--- src/rtl/vending_machine_param.sv ---
// Parametrised single-product vending controller with serial unit-coin change return.
// Optional refund request input is enabled by defining VEND_CANCEL_EN.
module vending_machine_param #(
  parameter int CREDIT_W    = 8,
  parameter int PRICE       = 40,
  parameter int COIN0       = 10,
  parameter int COIN1       = 20,
  parameter int COIN2       = 50,
  parameter int COIN3       = 100,
  parameter int CHANGE_UNIT = 10
) (
  input  logic                clk,
  input  logic                reset,
  input  logic                coin_valid,
  input  logic [1:0]          coin_in,
`ifdef VEND_CANCEL_EN
  input  logic                cancel,
`endif
  output logic                machine_out,
  output logic                change_coin,
  output logic                coin_reject,
  output logic                busy,
  output logic [CREDIT_W-1:0] credit
);

  localparam logic [1:0] IDLE   = 2'd0;
  localparam logic [1:0] ACCUM  = 2'd1;
  localparam logic [1:0] VEND   = 2'd2;
  localparam logic [1:0] CHANGE = 2'd3;

  localparam logic [CREDIT_W:0]   PRICE_W = (CREDIT_W+1)'(PRICE);
  localparam logic [CREDIT_W-1:0] UNIT_W  = CREDIT_W'(CHANGE_UNIT);
  localparam logic [CREDIT_W-1:0] ZERO_W  = CREDIT_W'(0);

  logic [1:0]          state_r;
  logic [CREDIT_W-1:0] credit_r;
  logic [1:0]          next_state_s;
  logic [CREDIT_W-1:0] next_credit_s;
  logic [CREDIT_W-1:0] coin_val_s;
  logic [CREDIT_W:0]   sum_s;
  logic                reject_s;
  logic                cancel_hit_s;

  // Cancel only acts while credit is being accumulated.
`ifdef VEND_CANCEL_EN
  assign cancel_hit_s = cancel & (state_r == ACCUM);
`else
  assign cancel_hit_s = 1'b0;
`endif

  // Coin code to credit value lookup.
  always_comb begin
    case (coin_in)
      2'b00:   coin_val_s = CREDIT_W'(COIN0);
      2'b01:   coin_val_s = CREDIT_W'(COIN1);
      2'b10:   coin_val_s = CREDIT_W'(COIN2);
      2'b11:   coin_val_s = CREDIT_W'(COIN3);
      default: coin_val_s = ZERO_W;
    endcase
  end

  assign sum_s = {1'b0, credit_r} + {1'b0, coin_val_s};

  // Next-state, next-credit and coin rejection decision.
  always_comb begin
    next_state_s  = state_r;
    next_credit_s = credit_r;
    reject_s      = 1'b0;
    case (state_r)
      IDLE, ACCUM: begin
        if (cancel_hit_s) begin
          next_state_s = CHANGE;
          reject_s     = coin_valid;
        end else if (coin_valid) begin
          if (sum_s < PRICE_W) begin
            next_credit_s = CREDIT_W'(sum_s);
            next_state_s  = ACCUM;
          end else begin
            next_credit_s = CREDIT_W'(sum_s - PRICE_W);
            next_state_s  = VEND;
          end
        end else begin
          next_state_s = state_r;
        end
      end
      VEND: begin
        reject_s = coin_valid;
        if (credit_r != ZERO_W) begin
          next_state_s = CHANGE;
        end else begin
          next_state_s = IDLE;
        end
      end
      CHANGE: begin
        reject_s = coin_valid;
        // The last unit coin leaves on this edge; fall back to IDLE with zero credit.
        if (credit_r <= UNIT_W) begin
          next_credit_s = ZERO_W;
          next_state_s  = IDLE;
        end else begin
          next_credit_s = credit_r - UNIT_W;
          next_state_s  = CHANGE;
        end
      end
      default: begin
        next_state_s  = IDLE;
        next_credit_s = ZERO_W;
      end
    endcase
  end

  // State, credit and registered output flops, decoded from the next state.
  always_ff @(posedge clk or posedge reset) begin
    if (reset) begin
      state_r     <= IDLE;
      credit_r    <= ZERO_W;
      machine_out <= 1'b0;
      change_coin <= 1'b0;
      coin_reject <= 1'b0;
      busy        <= 1'b0;
    end else begin
      state_r     <= next_state_s;
      credit_r    <= next_credit_s;
      machine_out <= (next_state_s == VEND);
      change_coin <= (next_state_s == CHANGE);
      coin_reject <= reject_s;
      busy        <= (next_state_s == VEND) || (next_state_s == CHANGE);
    end
  end

  assign credit = credit_r;

endmodule
--- config.mk ---
export PLATFORM = sky130hd
export DESIGN_NAME = vending_machine_param
export DESIGN_NICKNAME = d
export VERILOG_FILES = /design/src/rtl/vending_machine_param.sv
export SDC_FILE = /design/constraint.sdc
export NUM_CORES = 1
export LEC_CHECK = 0
export CORE_MARGIN = 8
export CORE_UTILIZATION = 45
export CTS_CLUSTER_DIAMETER = 200
export DETAILED_ROUTE_END_ITERATION = 12
export GPL_ROUTABILITY_DRIVEN = 0
export PLACE_DENSITY = 0.8
export SLEW_MARGIN = 40
export SYNTH_ARGS = -nofsm -noshare
export SYNTH_HDL_FRONTEND = slang
export SYNTH_SLANG_ARGS = --single-unit
--- constraint.sdc ---
create_clock -name clk -period 2.33 [get_ports clk]
set_clock_uncertainty 0.05 [all_clocks]
set_input_delay 0.466 -clock clk [delete_from_list [all_inputs] [get_ports clk]]
set_output_delay 0.466 -clock clk [all_outputs]
set_load 0.05 [all_outputs]
Word-level counts from Yosys, hierarchy flattened
Cells that the tools add are included.
- logic and storage cells: 39
- input bits: 5
- ROM bits: 0
- flip-flop bits (word level): 14
- memories kept: 0
- bits in latches: 0
- output and inout port bits: 12
- memory bits (writable): 0
- div/mod/pow operators: 0
- $lt $le $gt $ge: 2
- $mul: 0
- eq/ne operators: 9
- add/subtract/negate cells: 3
- bitwise logic cells: 0
- mux-type cells: 11
- reduce and logical (&&, ||, !) cells: 8
- shifts and indexed selects: 0
- operators with widths (operator ; number):
    $pmux 8 s4 ; 1
    $mux 8 ; 3
    $pmux 8 s2 ; 1
    $eq 2x2->1 const B ; 6
    $add 8x8->9 ; 1
    $lt 9x6->1 const B ; 1
    $le 8x4->1 const B ; 1
    $mux 2 ; 4
    $reduce_bool 8->1 ; 1
    $sub 8x4->8 const B ; 1
    $sub 8x6->8 const B ; 1
    $pmux 2 s3 ; 1
    $eq 2x1->1 const B ; 2
    $logic_not 2->1 ; 2
    $reduce_or 2->1 ; 2
    $ne 2x2->1 const B ; 1
    $pmux 1 s2 ; 1
    $reduce_and 2->1 ; 1
    $reduce_bool 2->1 ; 1
    $logic_or 1x1->1 ; 1

Depth between registers and ports, before layout
- depth after elaboration: 9
- gate-level depth with buffers: 13
- mapped depth without buffers: 13

Worst setup path before layout
No wires, ideal clock.
- path type: register -> register
- start point: reg credit_r[1], in the netlist credit[1]
- end point: reg credit_r[7], in the netlist credit[7]
- path buffers: 0
- slack: -517 ps
- data arrival time: 2705 ps
- period minus slack after synthesis: 2847 ps
- stages on the path, launching flop included: 12
- library setup time: 92 ps
- required time: 2188 ps
- cell sequence: dfrtp_1 > ha_1 > inv_1 > fa_1 > xor2_1 > ha_1 > nand2_1 > nor2_1 > a31oi_1 > nor4b_1 > o311a_1 > o31ai_2
- word-level cells in the longest chain between the ends: 5
- elaborated cells on any way between the ends: 9
- classes of those cells: add/sub (3); order compare (2); mux (4)
- RTL lines (what ; line ; text):
    start: declaration ; 36 ; logic [CREDIT_W-1:0] credit_r;
    start signal: assignment ; 123 ; credit_r <= next_credit_s;
    $add 8x8->9 ; 62 ; assign sum_s = {1'b0, credit_r} + {1'b0, coin_val_s};
    $sub 8x6->8 / $lt 9x6->1 (equally long branches) ; 79, 75 ;
    $mux 8 ; 75 ; if (sum_s < PRICE_W) begin
    $mux 8 ; 74 ; end else if (coin_valid) begin
    $pmux 8 s2 * ; 69 ; case (state_r)
Every way passes the cells marked *; elsewhere a longest branch is shown, timed or not. The select of a mux whose other input is x is not followed.
A chain may end at the register's enable or synchronous reset.

Final worst setup path
Same ends and word-level chain as after synthesis.

==> impl_results.md <==
* Worst Hold Class: in -> async
* Fin crit share at 102%
* Crit path launch: credit[1]
* Crit path max fanout at 2
* DP HPWL at 3060 um
* Synth Area per Inst at 7.90 um2
* Via density at 5.88
* Final instance area at 0.00202 mm2
* Gate Count Post-Synth at 164
* Root Buffer: clkbuf_4
* Cell taking the most area after synthesis: dfrtp_1
* Max incr delay on CP at 0.44 ns
* Vias in the first global route at 1595
* Total Nets Final at 238
* Synth Flop Type: dfrtp_1
* Commonest non-fill, non-tap cell in the layout: buf_4
* Synth unique cells at 52
* Total congestion overflow at 0
* Slew headroom at 64.7%
* Slew Limit Fails at 0
* Final cell count without fillers at 251
* Fin util at 73.4%
* Clock transition at path regs at 0.08 ns
* Die area at 0.00485 mm2
* Data required, critical path at 2.46 ns
* Global routing's busiest layer: met2
* EDFF count, synth at 0
* Post-CTS Hold Fix Bufs at 0
* # diodes at 0
* Met1 GRT Util at 19.3%
* Met3 usage at 3.86%
* Synth Net Count at 181
* Area Overhead vs Synth at 56.2%
* R2r setup slk at -0.05 ns
* Reg-to-Reg Start: credit[1]
* Worst slew pin tran at 0.530 ns
* First-pass GRT wire length at 7290 um
* Initial Util at 47.0%
* Total track usage at 17.8%
* Initial antenna violation count at 0
* Clk sinks at 13
* CP max-delay cell: dfrtp_2
* Max cap viols at 0
* Worst EP arrival at 2.51 ns
* Synthesized flop and latch total at 13
* Largest net degree at the start of global routing at 14
* Detail Route Antenna Nets at 0
* Most frequent cells in the layout: buf_4, nor2_1, a21oi_1
* Cell Rows at 19
* Top cells by area, synth: dfrtp_1, ha_1, a21oi_1
* Wire per inst at 17.2 um
* Failing checks: setup timing
* Post-DP Area at 0.00179 mm2
* Mapped Area at 0.00130 mm2
* Die Height at 69.7 um
* Hold Fails Final Rpt at 0
* Startpoint types: register
* Sequential share of the synthesized area at 25.1%
* Crit end category: register
* GR Layer Usage met2 at 31.0%
* Core ar. at 0.00276 mm2
* CP Class: reg -> reg
* Fmax at 420 MHz
* RSZ-0062 raised after global routing: yes
* Drt pass-1 iters at 4
* Fin crit period at 2.38 ns
* DRT iter0 DRCs at 152
* Residual DRC count at 0
* Hold_ws at 0.445 ns
* Share of the synthesized area in the top cell type at 25.1%
* Die W at 69.7 um
* Overall routed net length at 4330 um
* Async S/R FF share, synth at 100%
* Yosys warns at 0
* CTS tree: yes
* H-tree lvl count at 1
* Status: complete, but fails checks
* Setup Viol. Count Final at 2
* Layout cell share with drive strength beyond 1 at 39.1%
* Critical path cell sequence: ha_4 > buf_12 > a211oi_4 > nor2_2 > xnor2_1 > ha_2 > nand2_1 > nor2_1 > a31oi_1 > nor4b_2 > o311a_1 > o31ai_2
* Clock buffer depth at 2
* Worst Setup Slack, final at -0.0491 ns
* TritonCTS buffer count at 3
* IO Pins at 17
* Clk_lat worst skew at 0.30 ns
* Port Buffers at 15
* Vias at 1477
* Dpl cells at 239
-- sequential cells by signal, summed over array words and instances (netlist names) --
register     cells
coin_reject      1
credit           7
state_r          2
change_coin      1
busy             1
machine_out      1
-- Yosys cell counts (2+ instances only) --
cell type,count
o22ai_1,2
a21oi_1,16
nand2_1,13
nand3_1,4
nor2_1,19
o31ai_1,2
nand2b_1,4
o21a_1,2
clkbuf_1,3
xor2_1,3
and2_1,4
o41ai_1,2
nor3_1,2
dfrtp_1,13
ha_1,11
inv_1,13
o21ai_0,12
nor2b_1,3
xnor2_1,2
a31oi_1,2
-- final cells by class --
cell class	instances	area [um2]
Tap cell	31	38.8
Clock buffer	4	26.3
Sequential cell	13	329
Inverter	13	55.1
Multi-Input combinational cell	133	1080
Fill cell	197	733
Timing Repair Buffer	57	490
-- final timing paths --
path | to | cells after the start
worst max-delay path | credit[7] | 12
worst min-delay path | state_r[1] | 2
worst max register to register | credit[7] | 12
worst min register to register | coin_reject | 1
max in group asynchronous | credit[1] | 2
min in group clk | coin_reject | 1
-- logic make-up after synthesis --
logic type,count (synthesis),synth area share [%]
AO/OA/AOI/OAI,54,27.9
multiplexers,1,0.772
AND/OR/NAND/NOR,59,23.1
other,1,0.289
adder cells (fa/ha/maj),12,12.2
flip-flops,13,25.1
XOR/XNOR,6,4.63
buffers and inverters,18,6.08
-- critical path: cells and delay by family (launching register included) --
family                     cells  cell delay [ns]
AOI/OAI and AO/OA              4             0.56
and+or+nand+nor                4             0.47
DFF                            1             0.44
adders and majority gates      2             0.41
xor gates and xnor gates       1             0.21
buffers and inverters          1             0.12
-- per-layer routing --
layer / vias to the layer above / share of wire, %
li1: 700 / -
met1: 713 / 39
met2: 51 / 53
met3: 13 / 5.2
met4: 0 / 2.7
met5: - / 0
-- stage by stage --
step | setup TNS (ns) | setup slack, ns
after CTS | -0.0889 | -0.0534
after global placement | -6.54 | -0.805
after floorplan | -0.504 | -0.261
after global routing | -0.551 | -0.179
final | -0.0540 | -0.0491
after detailed placement | -7.35 | -0.908
-- timing repair --
action                                  in CTS  in global routing
endpoints found under the setup margin       9                  9
pin swaps                                   15                 10
resized for setup                           24                 15
buffers inserted                             5                  3
Power is not shown: default switching activity piles up to over one toggle a cycle in this logic, so the estimate is an artifact.
